--- src/rtl/reg_writeback_if.sv ---
// reg_writeback_if: result handshakes from the ALU and load unit, plus the
// register-file write port and hazard/occupancy status of the writeback queue.
// slave = writeback queue side, master = producers / consumers around it.
interface reg_writeback_if #(
  parameter int DEPTH = 4,
  parameter int XLEN  = 32
);
  localparam int CW = $clog2(DEPTH) + 1;

  logic            alu_valid;
  logic            alu_ready;
  logic [4:0]      alu_rd;
  logic [XLEN-1:0] alu_data;
  logic            ld_valid;
  logic            ld_ready;
  logic [4:0]      ld_rd;
  logic [XLEN-1:0] ld_data;
  logic            reg_write;
  logic [4:0]      rd_addr;
  logic [XLEN-1:0] rd_data;
  logic [31:0]     pending;
  logic [CW-1:0]   count;

  modport slave (
    input  alu_valid, alu_rd, alu_data, ld_valid, ld_rd, ld_data,
    output alu_ready, ld_ready, reg_write, rd_addr, rd_data, pending, count
  );

  modport master (
    output alu_valid, alu_rd, alu_data, ld_valid, ld_rd, ld_data,
    input  alu_ready, ld_ready, reg_write, rd_addr, rd_data, pending, count
  );
endinterface

--- src/rtl/reg_writeback.sv ---
// reg_writeback: in-order writeback queue feeding the register-file write port.
// Accepts at most one result per edge (load or ALU), drops writes to x0,
// retires the FIFO head every edge it is non-empty, and exports a mask of
// registers with a write still queued or being presented.
// Optional feature macro: WB_RR_ARB_EN selects round-robin arbitration between
// load and ALU; when undefined, loads always win over the ALU.
module reg_writeback #(
  parameter int DEPTH = 4,
  parameter int XLEN  = 32
) (
  input  logic            clk,
  input  logic            rst_n,
  reg_writeback_if.slave  wb
);
  localparam int AW = $clog2(DEPTH);
  localparam int CW = AW + 1;

  logic [CW-1:0]   count_r;
  logic [AW-1:0]   head_r;
  logic [AW-1:0]   tail_r;
  logic [DEPTH-1:0] vld_r;
  logic [4:0]      mem_rd_r   [DEPTH];
  logic [XLEN-1:0] mem_data_r [DEPTH];
  logic            reg_write_r;
  logic [4:0]      rd_addr_r;
  logic [XLEN-1:0] rd_data_r;

  logic            space_s;
  logic            ld_ready_s;
  logic            alu_ready_s;
  logic            ld_grant_s;
  logic            alu_grant_s;
  logic            push_s;
  logic            pop_s;
  logic [4:0]      push_rd_s;
  logic [XLEN-1:0] push_data_s;
  logic [31:0]     pending_s;

`ifdef WB_RR_ARB_EN
  logic            alu_fav_r;   // 0: load favoured, 1: ALU favoured
  logic            flip_s;
`endif

  function automatic logic [31:0] onehot32(input logic [4:0] idx);
    return 32'd1 << idx;
  endfunction

  // Readiness: conservative space check that deliberately ignores the same-edge pop.
  always_comb begin
    space_s = (count_r < CW'(DEPTH));
`ifdef WB_RR_ARB_EN
    ld_ready_s  = space_s && !(wb.alu_valid && alu_fav_r);
    alu_ready_s = space_s && !(wb.ld_valid && !alu_fav_r);
    flip_s      = space_s && wb.ld_valid && wb.alu_valid;
`else
    ld_ready_s  = space_s;
    alu_ready_s = space_s && !wb.ld_valid;
`endif
  end

  // Grant selection and push/pop decisions; x0 results handshake but are not queued.
  always_comb begin
    ld_grant_s  = wb.ld_valid && ld_ready_s;
    alu_grant_s = wb.alu_valid && alu_ready_s;
    if (ld_grant_s) begin
      push_rd_s   = wb.ld_rd;
      push_data_s = wb.ld_data;
    end else begin
      push_rd_s   = wb.alu_rd;
      push_data_s = wb.alu_data;
    end
    push_s = (ld_grant_s || alu_grant_s) && (push_rd_s != 5'd0);
    pop_s  = (count_r != {CW{1'b0}});
  end

  // Queue control, output stage and arbiter pointer; reset discards everything in flight.
  always_ff @(posedge clk) begin
    if (!rst_n) begin
      count_r     <= {CW{1'b0}};
      head_r      <= {AW{1'b0}};
      tail_r      <= {AW{1'b0}};
      vld_r       <= {DEPTH{1'b0}};
      reg_write_r <= 1'b0;
      rd_addr_r   <= 5'd0;
      rd_data_r   <= {XLEN{1'b0}};
`ifdef WB_RR_ARB_EN
      alu_fav_r   <= 1'b0;
`endif
    end else begin
      count_r <= count_r + CW'(push_s) - CW'(pop_s);
      if (pop_s) begin
        head_r        <= head_r + AW'(1);
        vld_r[head_r] <= 1'b0;
        reg_write_r   <= 1'b1;
        rd_addr_r     <= mem_rd_r[head_r];
        rd_data_r     <= mem_data_r[head_r];
      end else begin
        reg_write_r   <= 1'b0;
      end
      // head and tail only coincide when empty (no pop) or full (no push)
      if (push_s) begin
        tail_r        <= tail_r + AW'(1);
        vld_r[tail_r] <= 1'b1;
      end
`ifdef WB_RR_ARB_EN
      if (flip_s) begin
        alu_fav_r <= !alu_fav_r;
      end
`endif
    end
  end

  // Entry storage; validity is tracked separately so the payload needs no reset.
  always_ff @(posedge clk) begin
    if (push_s) begin
      mem_rd_r[tail_r]   <= push_rd_s;
      mem_data_r[tail_r] <= push_data_s;
    end
  end

  // Pending mask: every queued destination plus the one currently presented.
  always_comb begin
    pending_s = 32'd0;
    for (int i = 0; i < DEPTH; i++) begin
      pending_s = pending_s | (vld_r[i] ? onehot32(mem_rd_r[i]) : 32'd0);
    end
    pending_s    = pending_s | (reg_write_r ? onehot32(rd_addr_r) : 32'd0);
    pending_s[0] = 1'b0;
  end

  assign wb.ld_ready  = ld_ready_s;
  assign wb.alu_ready = alu_ready_s;
  assign wb.reg_write = reg_write_r;
  assign wb.rd_addr   = rd_addr_r;
  assign wb.rd_data   = rd_data_r;
  assign wb.pending   = pending_s;
  assign wb.count     = count_r;
endmodule

--- src/flat_wrapper.sv ---
// flat-port wrapper written by rule: the top's interface ports become plain ports
module reg_writeback_flat 
#(
  parameter int DEPTH = 4,
  parameter int XLEN  = 32
)
  (clk, rst_n, wb_alu_valid, wb_alu_rd, wb_alu_data, wb_ld_valid, wb_ld_rd, wb_ld_data, wb_alu_ready, wb_ld_ready, wb_reg_write, wb_rd_addr, wb_rd_data, wb_pending, wb_count);
  reg_writeback_if #(.DEPTH(DEPTH), .XLEN(XLEN)) wb_i ();
  input  logic clk;
  input  logic rst_n;
  input wire logic [$bits(wb_i.alu_valid)-1:0] wb_alu_valid;
  input wire logic [$bits(wb_i.alu_rd)-1:0] wb_alu_rd;
  input wire logic [$bits(wb_i.alu_data)-1:0] wb_alu_data;
  input wire logic [$bits(wb_i.ld_valid)-1:0] wb_ld_valid;
  input wire logic [$bits(wb_i.ld_rd)-1:0] wb_ld_rd;
  input wire logic [$bits(wb_i.ld_data)-1:0] wb_ld_data;
  output wire logic [$bits(wb_i.alu_ready)-1:0] wb_alu_ready;
  output wire logic [$bits(wb_i.ld_ready)-1:0] wb_ld_ready;
  output wire logic [$bits(wb_i.reg_write)-1:0] wb_reg_write;
  output wire logic [$bits(wb_i.rd_addr)-1:0] wb_rd_addr;
  output wire logic [$bits(wb_i.rd_data)-1:0] wb_rd_data;
  output wire logic [$bits(wb_i.pending)-1:0] wb_pending;
  output wire logic [$bits(wb_i.count)-1:0] wb_count;
  assign wb_i.alu_valid = wb_alu_valid;
  assign wb_i.alu_rd = wb_alu_rd;
  assign wb_i.alu_data = wb_alu_data;
  assign wb_i.ld_valid = wb_ld_valid;
  assign wb_i.ld_rd = wb_ld_rd;
  assign wb_i.ld_data = wb_ld_data;
  assign wb_alu_ready = wb_i.alu_ready;
  assign wb_ld_ready = wb_i.ld_ready;
  assign wb_reg_write = wb_i.reg_write;
  assign wb_rd_addr = wb_i.rd_addr;
  assign wb_rd_data = wb_i.rd_data;
  assign wb_pending = wb_i.pending;
  assign wb_count = wb_i.count;
  reg_writeback #(.DEPTH(DEPTH), .XLEN(XLEN)) u_core (.clk(clk), .rst_n(rst_n), .wb(wb_i));
endmodule
--- config.mk ---
export PLATFORM = sky130hd
export DESIGN_NAME = reg_writeback_flat
export DESIGN_NICKNAME = d
export VERILOG_FILES = /design/src/rtl/reg_writeback_if.sv /design/src/rtl/reg_writeback.sv /design/src/flat_wrapper.sv
export SDC_FILE = /design/constraint.sdc
export NUM_CORES = 1
export LEC_CHECK = 0
export BUFFER_PORTS_ARGS = -buffer_cell sky130_fd_sc_hd__buf_2
export CAP_MARGIN = 20
export CORE_MARGIN = 8
export CORE_UTILIZATION = 53
export CTS_CLUSTER_SIZE = 12
export DETAILED_ROUTE_END_ITERATION = 16
export PLACE_DENSITY = 0.76
export SKIP_LAST_GASP = 1
export SYNTH_ARGS = -nofsm -noshare
export SYNTH_HDL_FRONTEND = slang
export SYNTH_SLANG_ARGS = --single-unit
--- constraint.sdc ---
create_clock -name clk -period 3.1 [get_ports clk]
set_input_delay 0.465 -clock clk [delete_from_list [all_inputs] [get_ports clk]]
set_output_delay 0.465 -clock clk [all_outputs]
set_load 0.005 [all_outputs]
==> flow_metrics.py, run 1 <==
metrics = {
    "status": {
        "run_status": "finished, violations left",
        "failed_checks": "design-rule violations",
    },
    "finish": {
        "mostFrequentLayoutCell": "sky130_fd_sc_hd__buf_2",
        "fill_cells": 1316,
        "antenna_cells_inserted": 0,
        "drive_gt1_share_pct": 33.02,
        "design_area_sq_um": 10700,
        "final_cell_count_without_fillers": 1076,
        "areaGrowthSynthToFinish_pct": 16.86,
        "layout.cells.most_common_list": "151 x sky130_fd_sc_hd__buf_2, 148 x sky130_fd_sc_hd__edfxtp_1, 106 x sky130_fd_sc_hd__nand2_1",
        "fin_nets": 927,
    },
    "hold_path": {
        "hp-class": "primary input to register",
    },
    "grt": {
        "grt_first_pass_wirelength_microns": 36250,
        "global_route.overflow_total": 0,
        "first_global_vias": 6738,
        "grt_antenna_before_repair": 1,
        "largest_net_degree_at_the_start_of_global_routing": 56,
        "groute.usage.overall_pct": 21.41,
    },
    "placement": {
        "port-buffer-count": 151,
        "dp_cells": 1044,
        "detailed_place_hpwl_microns": 15490,
        "place.gp.congestion": 0.9240,
        "dpl_cell_area_sq_um": 10150,
    },
    "critical_path": {
        "worstSetupEndpointType": "output port",
        "worst_path_largest_cell_delay_ns": 0.53,
        "worst-endpoint-arrival_ns": 2.09,
        "worst_ep_required_time_ns": 2.63,
        "worstSetupPathType": "register to output port",
        "critical_path.slowest_cell": "sky130_fd_sc_hd__nor3b_1",
        "critical_path.startpoint_type": "register",
        "critPathMaxFanout": 5,
        "worstPathCellList": "nand2b_1, nor3b_1, nand3_1, o211ai_1, buf_2",
    },
    "sta": {
        "timing_worst_slew_pin_value_ns": 0.9662,
        "achievable-frequency_mhz": 392.0,
        "final_hold_viols": 0,
        "min_period_ns": 2.551,
        "finClkSkew_ns": 0.009838,
        "final_max_tran_viols": 0,
        "rsz0062_at_grt": "false",
        "tns_ns": 0,
        "final_min_period_over_clock_period_pct": 82.28,
        "timing.final.setup_violations": 0,
        "max-slew-margin-rel_pct": 35.59,
    },
    "synthesis": {
        "synthFlopType": "sky130_fd_sc_hd__edfxtp_1",
        "yosys.cell_types.count": 45,
        "yosys_warnings": 0,
        "mappedNetlistNets": 787,
        "post_synth.cell_area_avg_sq_um": 13.11,
        "synth_enable_flop_cells": 148,
        "flops_latches_synth": 197,
        "sequential_to_total_area_share_from_yosys_stat_pct": 59.28,
        "postSynth.asyncResetShare_pct": 0,
        "synthCells": 698,
        "syn-cell-area_sq_um": 9153,
    },
    "clocking": {
        "ctsLongestPathBuffers": 2,
        "post-cts-setup-buffer-count": 0,
        "root_buffer": "sky130_fd_sc_hd__clkbuf_16",
        "post_cts_resize_count": 0,
        "clock_slew_at_the_register_clock_pins_of_the_worst_setup_and_hold_paths_ns": 0.07,
        "cts_tree": "built",
        "cts.sink_count": 197,
        "htree_num_levels": 4,
        "cts-buffers-inserted": 17,
        "worstSkewPairLatency_ns": 0.43,
        "postCtsHoldBufs": 0,
    },
    "detailed_routing": {
        "remaining_antenna_violation_count": 0,
        "initialDrtViolationCount": 548,
        "remaining_drc_errors": 1,
        "vias_per_cell": 6.004,
        "finalWirelength_microns": 22910,
        "firstDrtPassIters": 11,
        "post_drt_wl_per_cell_microns": 21.29,
        "num_vias": 6460,
    },
    "power": {
        "power.clock.fraction_pct": 22.2,
        "pwr_density_cell_nw_per_um2": 848.6,
        "seq_power_share_pct": 46.0,
        "net-switching-power_mw": 3.021,
        "power.share.combinational_pct": 31.7,
        "intPower_mw": 6.055,
        "leakage_nw": 3.924,
        "p_sw_share_pct": 33.29,
        "vdd.ir_drop.worst_uv": 442.3,
    },
    "floorplanning": {
        "start_util_pct": 53.47,
        "vertical_die_dimension_microns": 147.4,
        "die_w_microns": 147.4,
        "placeable_core_region_sq_um": 17120,
        "die-area_sq_um": 21730,
        "ios": 153,
        "placementRows": 48,
    },
    "job": {
        "cap_viol_max_count": 0,
    },
}
## state kept, by name, summed over array words and instances, names as in the netlist
register	flops
u_core.mem_rd_r	20
u_core.wb.count	3
u_core.tail_r	2
u_core.wb.rd_data	32
u_core.vld_r	4
u_core.wb.rd_addr	5
u_core.mem_data_r	128
u_core.head_r	2
u_core.wb.reg_write	1
## through the flow
step	hold slack, ns	power (mW)	worst slack (ns)	util, %
after floorplan	0.4471	5.966	0.5526	-
after global placement	0.4361	7.021	0.6944	59.31
after detailed placement	0.4428	7.110	0.6666	59.31
after CTS	0.3699	9.147	0.5530	62.49
after global routing	0.3680	9.572	0.3636	62.49
final	0.3881	9.076	0.5493	62.49
## cell type report
cell class | count | area [sq um] | share of cell area [%]
Clock inverter | 8 | 48.80 | 0.4562
Inverter | 9 | 33.78 | 0.3159
Tap cell | 225 | 281.5 | 2.632
Clock buffer | 24 | 494.2 | 4.621
Sequential cell | 197 | 5428 | 50.75
Timing Repair Buffer | 164 | 890.9 | 8.329
Multi-Input combinational cell | 449 | 3518 | 32.90
## power groups by stage
stage | registers, mW | clock network (mW) | logic, mW
5_1_grt | 4.26 | 2.15 | 3.16
2_1_floorplan | 3.93 | 0 | 2.03
6_report | 4.18 | 2.02 | 2.88
3_5_place_dp | 4.22 | 0 | 2.89
3_3_place_gp | 4.18 | 0 | 2.84
4_1_cts | 4.17 | 2.05 | 2.93
## critical path, delay by kind of cell (launching register included)
family,cells,cell delay (ns)
compound gates,1,0.12
buf+inv,1,0.15
flops,1,0.46
simple gates,3,0.93
## Yosys cell counts, types with 4 or more instances
library cell	instances	share of area (%)
sky130_fd_sc_hd__buf_2	10	0.55
sky130_fd_sc_hd__nand2_1	106	4.3
sky130_fd_sc_hd__a21boi_1	10	0.82
sky130_fd_sc_hd__and3b_1	4	0.38
sky130_fd_sc_hd__nor3b_1	17	1.4
sky130_fd_sc_hd__and2_1	8	0.55
sky130_fd_sc_hd__a21oi_1	5	0.27
sky130_fd_sc_hd__ha_1	10	1.4
sky130_fd_sc_hd__dfxtp_1	49	11
sky130_fd_sc_hd__and3_1	8	0.55
sky130_fd_sc_hd__or3b_2	4	0.38
sky130_fd_sc_hd__nand3b_1	18	1.5
sky130_fd_sc_hd__a21boi_0	28	2.3
sky130_fd_sc_hd__mux2_2	37	4.6
sky130_fd_sc_hd__buf_4	4	0.33
sky130_fd_sc_hd__mux4_2	37	9.1
sky130_fd_sc_hd__o221ai_1	14	1.3
sky130_fd_sc_hd__edfxtp_1	148	49
sky130_fd_sc_hd__clkbuf_1	26	1.1
sky130_fd_sc_hd__o22ai_1	15	1.0
sky130_fd_sc_hd__inv_1	8	0.33
sky130_fd_sc_hd__a31o_1	4	0.38
sky130_fd_sc_hd__nor2_1	34	1.4
sky130_fd_sc_hd__nor3_1	8	0.44
sky130_fd_sc_hd__a22oi_1	26	2.1
sky130_fd_sc_hd__nand2b_1	5	0.34
sky130_fd_sc_hd__nand3_1	24	1.3
## path summary, 6_finish.rpt
| path | start | to | slack, ns | cells past startpoint |
|---|---|---|---|---|
| setup / recovery | u_core.mem_rd_r[1][2] | wb_pending[11] | 0.55 | 5 |
| hold / removal | wb_ld_data[22] | u_core.mem_data_r[2][22] | 0.39 | 2 |
| setup reg to reg | u_core.wb.count[2] | u_core.wb.count[2] | 0.68 | 9 |
| hold reg to reg | u_core.wb.rd_data[23] | u_core.wb.rd_data[23] | 0.45 | 2 |
## routing by layer
metal	track usage (%)	wire [microns]	vias to the layer above
met5	0	9	-
met4	9.128	554	2
met2	35.32	11350	332
met3	5.350	1869	51
met1	26.40	9119	3132
li1	-	-	2943
## kinds of logic (layout without fill, tap and decap cells)
group / count (synthesis) / in the layout / synth area share [%]
buffers and inverters: 52 / 205 / 2.433
other: 1 / 1 / 0.04097
AO/OA/AOI/OAI: 110 / 110 / 9.022
adder cells (fa/ha/maj): 11 / 11 / 1.586
flip-flops: 197 / 197 / 59.28
AND/OR/NAND/NOR: 248 / 248 / 13.48
XOR/XNOR: 3 / 3 / 0.2871
multiplexers: 76 / 76 / 13.88
Note: power is estimated with default switching activity, not from simulation.
==> run 2, diff against run 1 <==
CORE_UTILIZATION = 51   (was 53)
clock period = 2.05 ns   (was 3.1 ns; I/O delays follow)
==> run 2 against run 1 <==
Effect of this change: the flow finishes with violations (negative setup slack); final area rose by 9.7%; power is 64% higher; final cell count up 6.8%; combinational power increased by 86%; via count increased by 7.8%; first-iteration DRC count up 3.3%; wire length up 9.0%; global-route usage increased by 0.47 points; die area up 3.5%; critical endpoint is now wb_pending[30]; highest routed layer is now met4.
==> flow_metrics.py, run 2 (synthesis gave the netlist of run 1 again) <==
metrics = {
    "floorplanning": {
        "vertical_die_dimension_microns": 150.0,
        "die_w_microns": 150.0,
        "ios": 153,
        "die-area_sq_um": 22490,
        "placeable_core_region_sq_um": 17780,
        "placementRows": 49,
        "start_util_pct": 51.48,
    },
    "detailed_routing": {
        "wl_met2_microns": 12270,
        "topRoutingLayerUsed": "met4",
        "remaining_drc_errors": 0,
        "vias_per_cell": 6.062,
        "wl_met3_microns": 1921,
        "finalWirelength_microns": 24970,
        "num_vias": 6965,
        "post_drt_wl_per_cell_microns": 21.73,
        "route.layer.met1.wl_microns": 9670,
        "initialDrtViolationCount": 566,
        "firstDrtPassIters": 5,
        "remaining_antenna_violation_count": 0,
    },
    "critical_path": {
        "worstSetupPathType": "register to output port",
        "worst_ep_required_time_ns": 1.74,
        "critical_path.startpoint_type": "register",
        "critPathMaxFanout": 8,
        "worstPathCellList": "nand3b_1, o22ai_1, a21oi_1, o221ai_1, buf_2",
        "worst-endpoint-arrival_ns": 1.91,
        "worstRegToRegCells": 8,
        "critical_path.top_delay_family": "flip-flops",
        "worstSetupEndpointType": "output port",
        "critical_path.slowest_cell": "sky130_fd_sc_hd__edfxtp_1",
        "path_depth": 5,
        "worst_path_largest_cell_delay_ns": 0.55,
        "critical_path.n_buffers_inverters": 1,
    },
    "sta": {
        "final_max_tran_viols": 0,
        "timing_worst_slew_pin_value_ns": 0.6429,
        "final_setup_margin_ns": -0.1643,
        "final_hold_viols": 0,
        "timing.final.setup_violations": 31,
        "finClkSkew_ns": 0.006664,
        "min_period_ns": 2.214,
        "achievable-frequency_mhz": 451.6,
        "rsz0062_at_grt": "true",
        "tns_ns": -2.708,
        "max-slew-margin-rel_pct": 57.14,
        "final_min_period_over_clock_period_pct": 108.0,
    },
    "job": {
        "cap_viol_max_count": 0,
    },
    "clocking": {
        "cts-buffers-inserted": 17,
        "worstSkewPairLatency_ns": 0.44,
        "cts_tree": "built",
        "clock_slew_at_the_register_clock_pins_of_the_worst_setup_and_hold_paths_ns": 0.07,
        "cts.sink_count": 197,
        "postCtsHoldBufs": 0,
        "htree_num_levels": 4,
        "ctsLongestPathBuffers": 2,
        "root_buffer": "sky130_fd_sc_hd__clkbuf_16",
    },
    "finish": {
        "ff_latch_area_sq_um": 5444,
        "areaGrowthSynthToFinish_pct": 28.16,
        "multiInputGateArea_sq_um": 3860,
        "fill_cells": 1232,
        "layout.cells.most_common_list": "155 x sky130_fd_sc_hd__buf_2, 148 x sky130_fd_sc_hd__edfxtp_1, 105 x sky130_fd_sc_hd__nand2_1",
        "mostFrequentLayoutCell": "sky130_fd_sc_hd__buf_2",
        "antenna_cells_inserted": 0,
        "largest_reg_flops": 128,
        "largest-register": "u_core.mem_data_r",
        "fin_nets": 996,
        "final_core_utilization_pct": 65.97,
        "drive_gt1_share_pct": 45.65,
    },
    "power": {
        "leakage_nw": 4.400,
        "intPower_mw": 9.931,
        "power.share.combinational_pct": 35.9,
        "vdd.ir_drop.worst_uv": 1059,
        "power.clock.fraction_pct": 23.0,
        "p_sw_share_pct": 33.39,
        "seq_power_share_pct": 41.1,
        "pwr_density_cell_nw_per_um2": 1271,
        "net-switching-power_mw": 4.978,
    },
    "status": {
        "failed_checks": "negative setup slack",
        "run_status": "finished, violations left",
    },
    "grt": {
        "largest_net_degree_at_the_start_of_global_routing": 44,
        "first_global_vias": 7036,
        "groute.usage.overall_pct": 21.88,
        "global_route.overflow_total": 0,
        "grt_first_pass_wirelength_microns": 37950,
        "grt_antenna_before_repair": 0,
    },
    "hold_path": {
        "hp-class": "primary input to register",
        "hold_path_depth": 2,
    },
    "placement": {
        "port-buffer-count": 151,
        "dpl_worst_slack_ns": -0.1026,
        "detailed_place_hpwl_microns": 16190,
        "place.gp.congestion": 0.9584,
    },
}
## run 2: changes by cell type in the layout (fill, tap and decap cells not counted), moves of 6 or more
cell                      previous run  this run
sky130_fd_sc_hd__nor3b_1            17         7
sky130_fd_sc_hd__nor2_1             34        28
sky130_fd_sc_hd__a22oi_2             0        10
sky130_fd_sc_hd__buf_4              10        58
sky130_fd_sc_hd__dfxtp_1            47        38
sky130_fd_sc_hd__buf_6               0        11
sky130_fd_sc_hd__a22oi_1            26        16
sky130_fd_sc_hd__dfxtp_2             2         9
sky130_fd_sc_hd__nor3b_2             0         8
## run 2: path summary, 6_finish.rpt
| kind | from | to | slack, ns |
|---|---|---|---|
| setup / recovery | u_core.mem_rd_r[0][0] | wb_pending[30] | -0.16 |
| hold / removal | wb_alu_data[24] | u_core.mem_data_r[0][24] | 0.23 |
| setup reg to reg | u_core.wb.count[2] | u_core.wb.count[2] | 0.05 |
| hold reg to reg | u_core.wb.rd_data[21] | u_core.wb.rd_data[21] | 0.45 |
## run 2: worst register-to-register path: stages (launching register included)
cell	delay, ns
sky130_fd_sc_hd__dfxtp_4	0.36
sky130_fd_sc_hd__nand2b_4	0.17
sky130_fd_sc_hd__a2111oi_4	0.38
sky130_fd_sc_hd__ha_4	0.19
sky130_fd_sc_hd__inv_2	0.03
sky130_fd_sc_hd__fa_2	0.35
sky130_fd_sc_hd__xnor2_2	0.15
sky130_fd_sc_hd__xnor2_1	0.12
sky130_fd_sc_hd__and2_1	0.15
## run 2: timing repair
item	4_1_cts	5_1_grt
gates resized for setup	40	43
pin swaps	13	18
setup buffers	24	22
endpoints found under the setup margin	29	32
## run 2: metrics by stage
| stage | hold WS, ns | total power [mW] | instances | cell area, sq um |
|---|---|---|---|---|
| 2_1_floorplan | 0.4471 | 9.176 | 698 | 9243 |
| 4_1_cts | 0.2150 | 14.77 | 1132 | 11440 |
| 6_report | 0.2326 | 14.91 | 1149 | 11730 |
| 3_3_place_gp | 0.4352 | 10.96 | 1077 | 10490 |
| 5_1_grt | 0.2156 | 15.72 | 1149 | 11730 |
| 3_5_place_dp | 0.4420 | 11.08 | 1077 | 10490 |
## run 2: power by group through the flow
stage               Clock (mW)  Combinational, mW  Sequential (mW)
detailed placement           0               4.89             6.19
global placement             0               4.83             6.13
global route              3.64               5.86             6.23
finish                    3.43               5.35             6.13
CTS                       3.47               5.18             6.11
floorplan                    0               3.22             5.96
## run 2: layout make-up
| class | count | area share (%) |
|---|---|---|
| Timing Repair Buffer | 233 | 12.66 |
| Inverter | 9 | 0.2880 |
| Tap cell | 229 | 2.443 |
| Clock buffer | 17 | 3.627 |
| Sequential cell | 197 | 46.41 |
| Multi-Input combinational cell | 449 | 32.91 |
| Clock inverter | 15 | 1.664 |
## run 2: layer usage
| layer | up-vias | GRT usage [%] |
|---|---|---|
| li1 | 3085 | - |
| met1 | 3348 | 26.41 |
| met2 | 422 | 36.71 |
| met3 | 110 | 5.020 |
| met4 | 0 | 10.09 |
| met5 | - | 0 |
